[src/rtl/cluster_tile_pwr_seq.sv]
// Per-tile clock-enable / reset sequencer with idle-drain on power-off.
// Optional drain timeout enabled by defining PB_TILE_PWR_DRAIN_TIMEOUT_EN.
module cluster_tile_pwr_seq #(
    parameter int RstCycles     = 8,
    parameter int SettleCycles  = 4,
    parameter int IdleCycles    = 16,
    parameter int TimeoutCycles = 1024
) (
    input  logic clk_i,
    input  logic rst_i,
    input  logic cmd_valid_i,
    input  logic cmd_on_i,
    output logic cmd_ready_o,
    input  logic tile_idle_i,
    input  logic timeout_clr_i,
    output logic tile_clk_en_o,
    output logic tile_rst_no,
    output logic tile_on_o,
    output logic busy_o,
    output logic timeout_o
);

    typedef enum logic [2:0] {
        OFF, ON_RST, ON_SETTLE, ON, OFF_DRAIN, OFF_RST
    } state_t;

    localparam int MaxA = (RstCycles > SettleCycles) ? RstCycles : SettleCycles;
    localparam int MaxB = (MaxA > IdleCycles) ? MaxA : IdleCycles;
`ifdef PB_TILE_PWR_DRAIN_TIMEOUT_EN
    localparam int MaxP = (MaxB > TimeoutCycles) ? MaxB : TimeoutCycles;
`else
    localparam int MaxP = MaxB;
`endif
    localparam int CW = $clog2(MaxP) + 1;

    localparam logic [CW-1:0] RstLd  = CW'(RstCycles - 1);
    localparam logic [CW-1:0] SetLd  = CW'(SettleCycles - 1);
    localparam logic [CW-1:0] IdleLd = CW'(IdleCycles - 1);

    // Output vector order: clk_en, rst_n, on, busy, ready
    function automatic logic [4:0] outs(input state_t s);
        logic [4:0] v;
        v = 5'b00001;
        unique case (s)
            OFF:       v = 5'b00001;
            ON_RST:    v = 5'b10010;
            ON_SETTLE: v = 5'b11010;
            ON:        v = 5'b11101;
            OFF_DRAIN: v = 5'b11010;
            OFF_RST:   v = 5'b10010;
            default:   v = 5'b00001;
        endcase
        return v;
    endfunction

    state_t        state;
    logic [CW-1:0] cnt;
    logic [4:0]    o;

    assign {tile_clk_en_o, tile_rst_no, tile_on_o, busy_o, cmd_ready_o} = o;

`ifdef PB_TILE_PWR_DRAIN_TIMEOUT_EN
    localparam logic [CW-1:0] TmoLd = CW'(TimeoutCycles - 1);
    logic [CW-1:0] tcnt;
    logic          to_q;
    assign timeout_o = to_q;
`else
    logic unused_tmo;
    assign unused_tmo = timeout_clr_i ^ (TimeoutCycles > 0);
    assign timeout_o  = 1'b0;
`endif

    // Sequencer FSM; outputs are registered from the next state
    always_ff @(posedge clk_i) begin
        if (rst_i) begin
            state <= OFF;
            cnt   <= '0;
            o     <= outs(OFF);
`ifdef PB_TILE_PWR_DRAIN_TIMEOUT_EN
            tcnt  <= '0;
            to_q  <= 1'b0;
`endif
        end else begin
`ifdef PB_TILE_PWR_DRAIN_TIMEOUT_EN
            if (timeout_clr_i) to_q <= 1'b0;
`endif
            unique case (state)
                OFF: begin
                    if (cmd_valid_i && cmd_on_i) begin
                        state <= ON_RST;
                        cnt   <= RstLd;
                        o     <= outs(ON_RST);
                    end
                end
                ON_RST: begin
                    if (cnt == '0) begin
                        state <= ON_SETTLE;
                        cnt   <= SetLd;
                        o     <= outs(ON_SETTLE);
                    end else begin
                        cnt <= cnt - 1'b1;
                    end
                end
                ON_SETTLE: begin
                    if (cnt == '0) begin
                        state <= ON;
                        o     <= outs(ON);
                    end else begin
                        cnt <= cnt - 1'b1;
                    end
                end
                ON: begin
                    if (cmd_valid_i && !cmd_on_i) begin
                        state <= OFF_DRAIN;
                        cnt   <= IdleLd;
                        o     <= outs(OFF_DRAIN);
`ifdef PB_TILE_PWR_DRAIN_TIMEOUT_EN
                        tcnt  <= TmoLd;
`endif
                    end
                end
                OFF_DRAIN: begin
`ifdef PB_TILE_PWR_DRAIN_TIMEOUT_EN
                    tcnt <= tcnt - 1'b1;
`endif
                    if (tile_idle_i && cnt == '0) begin
                        state <= OFF_RST;
                        cnt   <= RstLd;
                        o     <= outs(OFF_RST);
`ifdef PB_TILE_PWR_DRAIN_TIMEOUT_EN
                    end else if (tcnt == '0) begin
                        state <= OFF_RST;
                        cnt   <= RstLd;
                        o     <= outs(OFF_RST);
                        to_q  <= 1'b1;
`endif
                    end else if (!tile_idle_i) begin
                        cnt <= IdleLd;
                    end else begin
                        cnt <= cnt - 1'b1;
                    end
                end
                OFF_RST: begin
                    if (cnt == '0) begin
                        state <= OFF;
                        o     <= outs(OFF);
                    end else begin
                        cnt <= cnt - 1'b1;
                    end
                end
                default: begin
                    state <= OFF;
                    o     <= outs(OFF);
                end
            endcase
        end
    end

endmodule
[config.mk]
export PLATFORM = sky130hd
export DESIGN_NAME = cluster_tile_pwr_seq
export DESIGN_NICKNAME = d
export VERILOG_FILES = /design/src/rtl/cluster_tile_pwr_seq.sv
export SDC_FILE = /design/constraint.sdc
export NUM_CORES = 1
export LEC_CHECK = 0
export BUFFER_PORTS_ARGS = -buffer_cell sky130_fd_sc_hd__buf_2
export CORE_AREA = 10 10 67 69
export CTS_CLUSTER_DIAMETER = 150
export DETAILED_ROUTE_END_ITERATION = 16
export DIE_AREA = 0 0 77 79
export PLACE_DENSITY = 0.45
export SYNTH_ARGS = -nofsm -noshare
export SYNTH_HDL_FRONTEND = slang
export SYNTH_SLANG_ARGS = --single-unit
[constraint.sdc]
create_clock -name clk_i -period 2.3 [get_ports clk_i]
set_input_delay 0.575 -clock clk_i [delete_from_list [all_inputs] [get_ports clk_i]]
set_output_delay 0.575 -clock clk_i [all_outputs]
set_load 0.005 [all_outputs]
; After elaboration in Yosys (flattened, before gate mapping)
; Cells that the tools add are included.
[op_classes]
muxes = 21
reduce_logical = 10
n_eq_ne = 12
addsub = 1
[ops]
columns = op, count
row1 = two-way mux 5 bit, 12
row2 = case mux 5 bit (6 select lines), 1
row3 = case mux 5 bit (5 select lines), 1
row4 = two-way mux 3 bit, 6
row5 = case mux 3 bit (6 select lines), 1
row6 = "!= test 2 bit, second input constant", 7
row7 = "equality test 3 x 2 -> 1 bit, second input constant", 2
row8 = "equality test 3 bit, second input constant", 2
row9 = AND reduction 6 bit, 1
row10 = logical NOT 5 bit, 1
row11 = nonzero test 5 bit, 1
row12 = "subtractor 5 x 1 -> 5 bit, second input constant", 1
row13 = AND reduction 4 bit, 1
row14 = "equality test 3 x 1 -> 1 bit, second input constant", 1
row15 = logical AND 1 bit, 3
row16 = logical NOT 3 bit, 1
row17 = OR reduction 2 bit, 1
row18 = logical NOT 1 bit, 1
[totals]
output_inout_bits = 6
wordCells = 47
in_bits = 6
ff_bits = 13

; Logic depth before layout (Yosys ltp)
; Gate-level depths: netlist of run 1.
[depth]
word_depth = 4
ltp_mapped = 8
mapped_depth_nobuf = 7

; Worst setup path before layout of run 1
; Ideal clock, no wire load.
[synth_timing]
path_kind = reg-to-reg
from = register cnt[0]
to = register o[0]
path_stages_with_launch = 9
arrival_ns = 1.647
setup_ns = 0.114
n_path_buf = 1
slack_ns = 0.539
period_less_slack_ns = 1.761
path_cell_list = dfxtp_1 inv_1 ha_1 or4b_1 buf_6 o21bai_4 o32a_4 nor2_2 a21o_1
[synth_between]
elab_chain_len = 4
word_cells_on_any_way = 7
[synth_rtl]
columns = item, line
row1 = "start, declared", 57  ; logic [CW-1:0] cnt;
row2 = "start signal, assigned", 91  ; cnt <= RstLd;
row3 = "start signal, assigned", 98  ; cnt <= SetLd;
row4 = "start signal, assigned", 101  ; cnt <= cnt - 1'b1;
row5 = logical NOT 5 bit (*), -
row6 = logical AND 1 bit, 126  ; if (tile_idle_i && cnt == '0) begin
row7 = != test 2 bit (no source line), -
row8 = AND reduction 6 bit (no source line) (*), -
row9 = "end signal, assigned", 99  ; o <= outs(ON_SETTLE);
row10 = "end signal, assigned", 107  ; o <= outs(ON);
row11 = "end signal, assigned", 146  ; o <= outs(OFF);
row12 = "end, declared", 58  ; logic [4:0] o;
; Every way passes the cells marked *; elsewhere a longest branch is shown, timed or not.
; A chain may end at the register's enable or synchronous reset.

; Worst setup path in the final report of run 1
; Same ends and word-level chain as after synthesis.

==> metrics.cfg, run 1 <==
[cts]
cts_root_buf = clkbuf_4
clkTransAtPathRegs_ps = 90
clockBufferDepth = 2
cts_made_buffers = 3
post_cts_buffers = 0
tritoncts = built
clock_sinks = 13
cts_resized = 0
clk_latency_ps = 290
postCtsHoldBufs = 0
cts_htree_levels = 1

[floorplan]
num_rows = 21
die_x_um = 77
die_h_um = 79
core_um2 = 3230
die_area_um2 = 6080
start_util_pct = 28.3
ios = 12

[sta]
hold_viol = 0
post-route-period-util_pct = 87.7
period_minus_slack_ps = 2020
worst_slack_ps = 283
worstMarginPinSlew_ps = 572
tns_ps = 0
fmax_ghz = 0.496
setup_viol = 0
rsz0062_at_grt = false
holdWs_ps = 455
slew_headroom_pct = 61.8
drv_slew = 0
finalClockSkew_ps = 3.22

[logic_synthesis]
syn-num-nets = 119
ys_types = 47
synth-simple-area-share_pct = 22.3
yosysWarnings = 0
async_reset_ff_share_pct = 0
ys_ff_latch = 13
synthAdderAreaFrac_pct = 2.73
syn-cell-area_um2 = 916
synth_edf_count = 0
yosysSeqAreaShare_pct = 28.4
synth.avg_cell_area_um2 = 8.25
synthMuxAreaShare_pct = 1.09
synth_top_family_by_area = compound AO/OA/AOI/OAI gates
synth_xor_area_share_pct = 0.956
syn_inst = 111
yosys_most_used_dff = dfxtp_1
synth_compound_area_share_pct = 35.1

[finish]
stdcell_count = 162
n_fill_cell = 369
diodes = 0
nets = 125
utilization_pct = 30.7
register_area_um2 = 260
stdcell_area_um2 = 993
syn2layout_area_growth_pct = 8.47
multi_input_area_um2 = 573
drive_gt1_share_pct = 19.0

[worst_hold_path]
hold_class = flop to flop
holdPathStages = 1

[placed_design]
placedInstanceArea_um2 = 966
port_buffers = 9
place_congestion = 0.756
dp_cells = 158
post-place-ws_ps = 300
place_hpwl_um = 1600

[grt]
antenna_found_initial = 0
grt_pass1_wl_um = 3740
grt_pass1_vias = 770
gr-total-overflow = 0
grt_max_degree = 17
grt_usage_pct = 7.41

[critical_path]
startpoint = cnt[0]$_SDFFE_PP0P_
start_kind = flop
r2r_setup_slack_ps = 280
rr_startpoint = cnt[0]$_SDFFE_PP0P_
cp.arrival_ps = 2210
endpoint_kind = flop
r2r-end = o[0]$_SDFFE_PP1P_
path_max_fanout = 7
critical_path_class = flop to flop
worstPathRequired_ps = 2490
r2r_cells = 7
crit_end = o[0]$_SDFFE_PP1P_

[route]
routed_wirelength_um = 2260
ant_nets = 0
drt_iter0_drc = 60
drcViolationCount = 0
first_pass_iters = 4
wire_per_inst_um = 13.9
vias = 813
viasPerCell = 5.02

[status]
status = finished clean

[power]
pwr_density_cell_nw_per_um2 = 1200
ir_drop_mv = 0.421
power_mw = 1.19
p_leak_nw = 0.382

[run]
max-cap-violations = 0

cells in the mapped netlist (all sizes together), types with 2 or more instances:
cell,n,share of area (%)
o21ai,7,3.8
a211oi,4,3.3
or3,2,1.4
nand2,6,2.5
ha,2,2.7
clkbuf,4,1.6
buf,5,4.9
nand2b,3,2.0
inv,6,2.5
a21oi,8,4.8
nor2,13,5.6
a22oi,2,1.6
nor2b,4,2.7
dfxtp,13,28
a21o,3,2.6
nor3,4,2.2
registers in the layout, indices dropped and copies added, names as in the netlist:
signal  count
cnt         5
o           5
state       3
layout make-up:
| type | instances | share of cell area [%] |
|---|---|---|
| clock buffers | 3 | 2.27 |
| flip-flops and latches | 13 | 26.2 |
| inverters | 6 | 2.27 |
| repair buffers | 10 | 5.29 |
| multi-input cells | 83 | 57.7 |
| well taps | 46 | 5.79 |
| clock inverters | 1 | 0.504 |
report_power, final:
part / internal [mW] / switching, mW
registers: 0.298 / 0.0838
clock network: 0.0647 / 0.0888
logic: 0.292 / 0.362
layer usage:
| metal | vias to the layer above | routed length, um | track usage (%) |
|---|---|---|---|
| met5 | - | 0 | 0 |
| met4 | 0 | 0 | 0.547 |
| met3 | 0 | 119 | 3.72 |
| met2 | 15 | 1030 | 12.4 |
| met1 | 383 | 1110 | 8.73 |
| li1 | 415 | - | - |
worst max-delay path, cell delays in order (launching register included):
cell and delay (ps):
dfxtp_1 350, inv_1 80, ha_1 180, or4b_1 640
o21bai_4 210, o32a_4 230, nor2_2 60, a21o_1 180
cells by family after synthesis:
family	Yosys count
simple gates	38
compound gates	40
flops	13
mux	1
xor+xnor	1
other cells	1
fa+ha+maj	2
buf+inv	15
layout by cell type (no fill, tap or decap), types with 2 or more instances in the layout:
master	instances
clkbuf_4	3
o21ai_1	4
buf_2	9
o21ai_0	3
a22oi_1	2
nand2b_1	3
a21o_1	2
a21oi_1	7
inv_1	6
a211oi_1	4
nor3_1	4
nand2_1	6
ha_1	2
or3_1	2
nor2b_1	4
dfxtp_1	13
nor2_1	12
worst min path at each step:
| stage | from | endpoint | slack (ps) |
|---|---|---|---|
| final | o[0]$_SDFFE_PP1P_ | o[0]$_SDFFE_PP1P_ | 460 |
| after global routing | o[0]$_SDFFE_PP1P_ | o[0]$_SDFFE_PP1P_ | 510 |
| after CTS | o[0]$_SDFFE_PP1P_ | o[0]$_SDFFE_PP1P_ | 460 |
| after detailed placement | o[0]$_SDFFE_PP1P_ | o[0]$_SDFFE_PP1P_ | 440 |
| after global placement | o[0]$_SDFFE_PP1P_ | o[0]$_SDFFE_PP1P_ | 440 |
| after floorplan | o[0]$_SDFFE_PP1P_ | o[0]$_SDFFE_PP1P_ | 450 |
(Power assumes the default switching activity.)
==> run 2: changes to the inputs <==
--- a/config.mk
+++ b/config.mk
@@ -8,9 +8,9 @@
 export BUFFER_PORTS_ARGS = -buffer_cell sky130_fd_sc_hd__buf_2
 export CORE_AREA = 10 10 67 69
 export CTS_CLUSTER_DIAMETER = 150
+export CTS_CLUSTER_SIZE = 28
 export DETAILED_ROUTE_END_ITERATION = 16
 export DIE_AREA = 0 0 77 79
-export PLACE_DENSITY = 0.45
 export SYNTH_ARGS = -nofsm -noshare
 export SYNTH_HDL_FRONTEND = slang
 export SYNTH_SLANG_ARGS = --single-unit
==> constraint.sdc (replaced) <==
create_clock -name clk_i -period 2.3 [get_ports clk_i]
set_input_delay 0.345 -clock clk_i [delete_from_list [all_inputs] [get_ports clk_i]]
set_output_delay 0.345 -clock clk_i [all_outputs]
set_load 0.005 [all_outputs]
==> run 2 against run 1 <==
  * Die area is the same
  * Combinational power shrank 3%
  * Power shrank 1.4%
  * Cell count is the same
  * Global-route usage shrank 0.54 points
  * Worst hold slack lost 53 ps
  * Worst setup slack gained 16 ps
  * Non-clock buffer count is the same
  * Routed wire length shrank 11%
  * Clock skew grew 2.5 ps
  * Critical endpoint unchanged
==> metrics.cfg, run 2 (synthesized netlist as in run 1, its figures left out) <==
[critical_path]
endpoint_kind = flop
r2r_cells = 7  ; unchanged
rr_startpoint = cnt[0]$_SDFFE_PP0P_
worstPathRequired_ps = 2490  ; about the same
r2r_setup_slack_ps = 300  ; +20 ps
r2r-end = o[0]$_SDFFE_PP1P_
cp.arrival_ps = 2190  ; -20 ps
path_max_fanout = 7  ; unchanged
start_kind = flop
critical_path_class = flop to flop

[grt]
gr-total-overflow = 0  ; unchanged
grt_pass1_vias = 810  ; +5.2%
grt_max_degree = 17  ; unchanged
grt_usage_pct = 6.87  ; -0.54 points
grt_pass1_wl_um = 3510  ; -6.3%
antenna_found_initial = 0  ; unchanged

[cts]
clkTransAtPathRegs_ps = 90  ; about the same
cts_root_buf = clkbuf_4
postCtsHoldBufs = 0  ; unchanged
cts_resized = 0  ; unchanged
clock_sinks = 13  ; unchanged
tritoncts = built
clk_latency_ps = 290  ; about the same
cts_htree_levels = 1  ; unchanged
cts_made_buffers = 3  ; unchanged
clockBufferDepth = 2  ; unchanged
post_cts_buffers = 0  ; unchanged

[status]
status = finished clean

[finish]
stdcell_count = 162  ; unchanged
layout_commonest_cell = dfxtp_1
top_regs = cnt: 5 flops, o: 5 flops, state: 3 flops
syn2layout_area_growth_pct = 8.33
diodes = 0  ; unchanged
drive_gt1_share_pct = 18.1  ; -0.86 points
final_cell_mix = dfxtp_1, nor2_1, buf_2
nets = 125  ; unchanged

[placed_design]
post-place-ws_ps = 313  ; +12.7 ps
dp_cells = 158  ; unchanged
place_congestion = 0.831  ; +9.9%
port_buffers = 9  ; unchanged
place_hpwl_um = 1470  ; -8.3%

[worst_hold_path]
worstHoldStart = rst_i
hold_class = input port to flop
min_to = state[2]$_SDFFE_PP0P_
holdPathStages = 2  ; +1

[route]
drcViolationCount = 0  ; unchanged
top_layer = met4
wire_per_inst_um = 12.4  ; -11%
wl_met2_um = 925  ; -10%
routed_wirelength_um = 2000  ; -11%
wl_met1_um = 957  ; -13%
viasPerCell = 5.04  ; +0.37%
first_pass_iters = 4  ; unchanged
drt_iter0_drc = 22  ; -63%
dr_wl_met3_um = 83  ; -30%
vias = 816  ; +0.37%
ant_nets = 0  ; unchanged

[power]
power_mw = 1.17  ; -1.4%
power.switching_mw = 0.516  ; -3.4%
ir_drop_mv = 0.381  ; -9.7%
p_leak_nw = 0.379  ; -0.71%
swShare_pct = 44.0  ; -0.94 points
pwr_density_cell_nw_per_um2 = 1180  ; -1.3%
pwr-share-comb_pct = 54.4  ; -0.6 points
p_clk_share_pct = 13.0  ; about the same
p_seq_share_pct = 32.6  ; +0.5 points
power.internal_mw = 0.657  ; +0.31%

[floorplan]
die_x_um = 77  ; unchanged
die_area_um2 = 6080  ; unchanged
ios = 12  ; unchanged
die_h_um = 79  ; unchanged
start_util_pct = 28.3  ; unchanged
core_um2 = 3230  ; unchanged
num_rows = 21  ; unchanged

[run]
max-cap-violations = 0  ; unchanged

[sta]
worst_slack_ps = 299  ; +15.5 ps
holdWs_ps = 402  ; -52.8 ps
worstMarginPinSlew_ps = 553  ; -18.4 ps
fmax_ghz = 0.500  ; +0.78%
tns_ps = 0  ; unchanged
slew_headroom_pct = 63.1  ; +1.2 points
rsz0062_at_grt = false
setup_viol = 0  ; unchanged
post-route-period-util_pct = 87.0  ; -0.68 points
hold_viol = 0  ; unchanged
period_minus_slack_ps = 2000  ; -15.5 ps
finalClockSkew_ps = 5.70  ; +2.48 ps
drv_slew = 0  ; unchanged

## run 2: changes by cell type in the layout (fill, tap and decap cells not counted)
cell and delta:
clkbuf_1 +1, clkinv_2 -1
## run 2: worst max path at each step
| stage | start | end | slack [ps] | depth (start not counted) |
|---|---|---|---|---|
| finish | cnt[0]$_SDFFE_PP0P_ | o[0]$_SDFFE_PP1P_ | 300 | 7 |
| global route | cnt[0]$_SDFFE_PP0P_ | cnt[3]$_SDFFE_PP0P_ | 180 | 6 |
| CTS | cnt[0]$_SDFFE_PP0P_ | o[0]$_SDFFE_PP1P_ | 280 | 7 |
| detailed placement | cnt[0]$_SDFFE_PP0P_ | o[0]$_SDFFE_PP1P_ | 310 | 7 |
| global placement | cnt[0]$_SDFFE_PP0P_ | o[0]$_SDFFE_PP1P_ | 340 | 7 |
| floorplan | cnt[0]$_SDFFE_PP0P_ | o[0]$_SDFFE_PP1P_ | 540 | 8 |
## run 2: power groups by stage
stage / Sequential, mW / Combinational, mW / Clock (mW)
6_report: 0.383 / 0.638 / 0.152
5_1_grt: 0.399 / 0.721 / 0.169
4_1_cts: 0.381 / 0.642 / 0.154
3_5_place_dp: 0.386 / 0.639 / 0
3_3_place_gp: 0.381 / 0.630 / 0
2_1_floorplan: 0.351 / 0.563 / 0
## run 2: per-layer routing
| layer | vias up | GRT usage (%) |
|---|---|---|
| li1 | 415 | - |
| met1 | 378 | 7.61 |
| met2 | 21 | 12.0 |
| met3 | 2 | 1.91 |
| met4 | 0 | 3.28 |
| met5 | - | 0 |
## run 2: area by class of cell
cell class,count,area (um^2)
timing repair buffer,10,52.6
clock buffer,4,26.3
fill,356,2240
multi-input combinational,83,573
inverter,6,22.5
sequential,13,260
tap,46,57.6
## run 2: through the flow
| stage | utilization [%] | cell area [um^2] |
|---|---|---|
| 3_5_place_dp | 29.9 | 966 |
| 5_1_grt | 30.7 | 992 |
| 4_1_cts | 30.7 | 992 |
| 3_3_place_gp | 29.9 | 966 |
| 2_1_floorplan | - | 916 |
| 6_report | 30.7 | 992 |
## run 2: critical path, stage by stage (launching register included)
cell,delay [ps]
dfxtp_1,340
inv_1,80
ha_1,170
or4b_1,630
o21bai_4,210
o32a_4,230
nor2_2,50
a21o_1,180
==> run 3: changes to the inputs <==
--- a/config.mk
+++ b/config.mk
@@ -11,6 +11,7 @@
 export CTS_CLUSTER_SIZE = 28
 export DETAILED_ROUTE_END_ITERATION = 16
 export DIE_AREA = 0 0 77 79
+export MAX_ROUTING_LAYER = met4
 export SYNTH_ARGS = -nofsm -noshare
 export SYNTH_HDL_FRONTEND = slang
 export SYNTH_SLANG_ARGS = --single-unit
==> run 3 against run 2 <==
  * Power is essentially flat
  * Sequential power is essentially flat
  * Clock power is essentially flat
  * Die area is the same
  * Register-to-register slack is essentially flat
  * First-iteration DRC count is the same
==> metrics.cfg, run 3 (synthesized netlist as in run 1, its figures left out) <==
[sta]
worstMarginPinSlew_ps = 553  ; -0.600 ps
hold_viol = 0  ; unchanged
tns_ps = 0  ; unchanged
rsz0062_at_grt = false
period_minus_slack_ps = 2000  ; -0.0210 ps
post-route-period-util_pct = 87.0  ; about the same
finalClockSkew_ps = 5.70  ; -0.0000500 ps
fmax_ghz = 0.500  ; about the same
drv_slew = 0  ; unchanged
slew_headroom_pct = 63.1  ; about the same
setup_viol = 0  ; unchanged

[power]
power.internal_mw = 0.657  ; about the same
p_clk_share_pct = 13.0  ; about the same
ir_drop_mv = 0.381  ; about the same
p_leak_nw = 0.379  ; unchanged
swShare_pct = 44.0  ; about the same
power.switching_mw = 0.517  ; +0.11%
pwr-share-comb_pct = 54.4  ; about the same
p_seq_share_pct = 32.6  ; about the same
pwr_density_cell_nw_per_um2 = 1180  ; about the same

[critical_path]
crit_chain = inv_1 > ha_1 > or4b_1 > o21bai_4 > o32a_4 > nor2_2 > a21o_1
startpoint = cnt[0]$_SDFFE_PP0P_
crit_cells = 7  ; unchanged
start_kind = flop
endpoint_kind = flop
cp.arrival_ps = 2190  ; about the same
r2r-end = o[0]$_SDFFE_PP1P_
r2r_cells = 7  ; unchanged
critical_path_class = flop to flop
path_max_fanout = 7  ; unchanged
worstPathRequired_ps = 2490  ; about the same
path_buf_inv = 1  ; unchanged
cp_slowest_cell = or4b_1
crit_end = o[0]$_SDFFE_PP1P_
r2r_setup_slack_ps = 300  ; about the same
max_stage_delay_ps = 630  ; about the same
rr_startpoint = cnt[0]$_SDFFE_PP0P_
critPathTopFamily = simple AND/OR/NAND/NOR gates

[route]
vias = 816  ; unchanged
wire_per_inst_um = 12.4  ; about the same
routed_wirelength_um = 2000  ; about the same
ant_nets = 0  ; unchanged
viasPerCell = 5.04  ; unchanged
first_pass_iters = 4  ; unchanged
drt_iter0_drc = 22  ; unchanged
drcViolationCount = 0  ; unchanged

[finish]
multi_input_area_um2 = 573  ; unchanged
nets = 125  ; unchanged
utilization_pct = 30.7  ; unchanged
diodes = 0  ; unchanged
top_regs = cnt: 5 flops, o: 5 flops, state: 3 flops
register_area_um2 = 260  ; unchanged
drive_gt1_share_pct = 18.1  ; unchanged
stdcell_count = 162  ; unchanged
layout_commonest_cell = dfxtp_1
stdcell_area_um2 = 992  ; unchanged
final_cell_mix = dfxtp_1, nor2_1, buf_2
n_fill_cell = 356  ; unchanged
syn2layout_area_growth_pct = 8.33  ; unchanged

[grt]
grt_util_met3_pct = 1.69  ; -0.23 points
antenna_found_initial = 0  ; unchanged
busiest_layer = met2
met1_usage_pct = 7.74  ; +0.13 points
grt_usage_pct = 7.07  ; +0.20 points
grt_max_degree = 17  ; unchanged
grt_pass1_wl_um = 3510  ; unchanged
gr-total-overflow = 0  ; unchanged
grt_pass1_vias = 810  ; unchanged
met2_usage_pct = 12.0  ; unchanged

[cts]
cts_root_buf = clkbuf_4
post_cts_buffers = 0  ; unchanged
clkTransAtPathRegs_ps = 90  ; about the same
postCtsHoldBufs = 0  ; unchanged
tritoncts = built
clockBufferDepth = 2  ; unchanged
clk_latency_ps = 290  ; about the same
cts_htree_levels = 1  ; unchanged
cts_made_buffers = 3  ; unchanged
clock_sinks = 13  ; unchanged
cts_resized = 0  ; unchanged

[status]
status = finished clean

[placed_design]
placedInstanceArea_um2 = 966  ; unchanged
port_buffers = 9  ; unchanged
place_hpwl_um = 1470  ; unchanged
place_congestion = 0.844  ; +1.5%
dp_cells = 158  ; unchanged

[run]
max-cap-violations = 0  ; unchanged

[floorplan]
die_h_um = 79  ; unchanged
num_rows = 21  ; unchanged
die_x_um = 77  ; unchanged
start_util_pct = 28.3  ; unchanged
ios = 12  ; unchanged
die_area_um2 = 6080  ; unchanged
core_um2 = 3230  ; unchanged

[worst_hold_path]
hold_class = input port to flop

-- run 3: area by class of cell --
type	instances	area share, %
Tap cell	46	5.80
Timing Repair Buffer	10	5.30
Inverter	6	2.27
Clock buffer	4	2.65
Sequential cell	13	26.2
Multi-Input combinational cell	83	57.8
-- run 3: through the flow --
step	setup WS, ps	total power [mW]	hold slack (ps)
4_1_cts	284	1.18	406
2_1_floorplan	539	0.915	435
3_5_place_dp	313	1.02	439
6_report	299	1.17	402
5_1_grt	179	1.29	431
3_3_place_gp	344	1.01	431
-- run 3: worst min path at each step --
stage,cells after the start,startpoint,endpoint
floorplan,1,rst_i,state[1]$_SDFFE_PP0P_
global placement,1,o[0]$_SDFFE_PP1P_,o[0]$_SDFFE_PP1P_
detailed placement,1,o[0]$_SDFFE_PP1P_,o[0]$_SDFFE_PP1P_
CTS,2,rst_i,state[2]$_SDFFE_PP0P_
finish,2,rst_i,state[2]$_SDFFE_PP0P_
global route,2,rst_i,state[2]$_SDFFE_PP0P_
-- run 3: worst reg2reg max path: cells and delay by family, from the launching register on --
kind | cells | cell delay, ps
buf+inv | 1 | 80
fa+ha+maj | 1 | 170
simple gates | 2 | 690
flops | 1 | 340
compound gates | 3 | 620
-- run 3: per-layer routing --
| layer | vias to the layer above | part of all wire [%] |
|---|---|---|
| li1 | 415 | - |
| met1 | 378 | 49 |
| met2 | 21 | 46 |
| met3 | 2 | 3.4 |
| met4 | 0 | 1.8 |
| met5 | - | 0 |
-- run 3: power groups by stage --
stage	Combinational (mW)	Clock [mW]	Sequential (mW)
6_report	0.638	0.152	0.383
5_1_grt	0.721	0.169	0.399
4_1_cts	0.642	0.154	0.381
3_5_place_dp	0.639	0	0.386
3_3_place_gp	0.630	0	0.381
2_1_floorplan	0.563	0	0.351
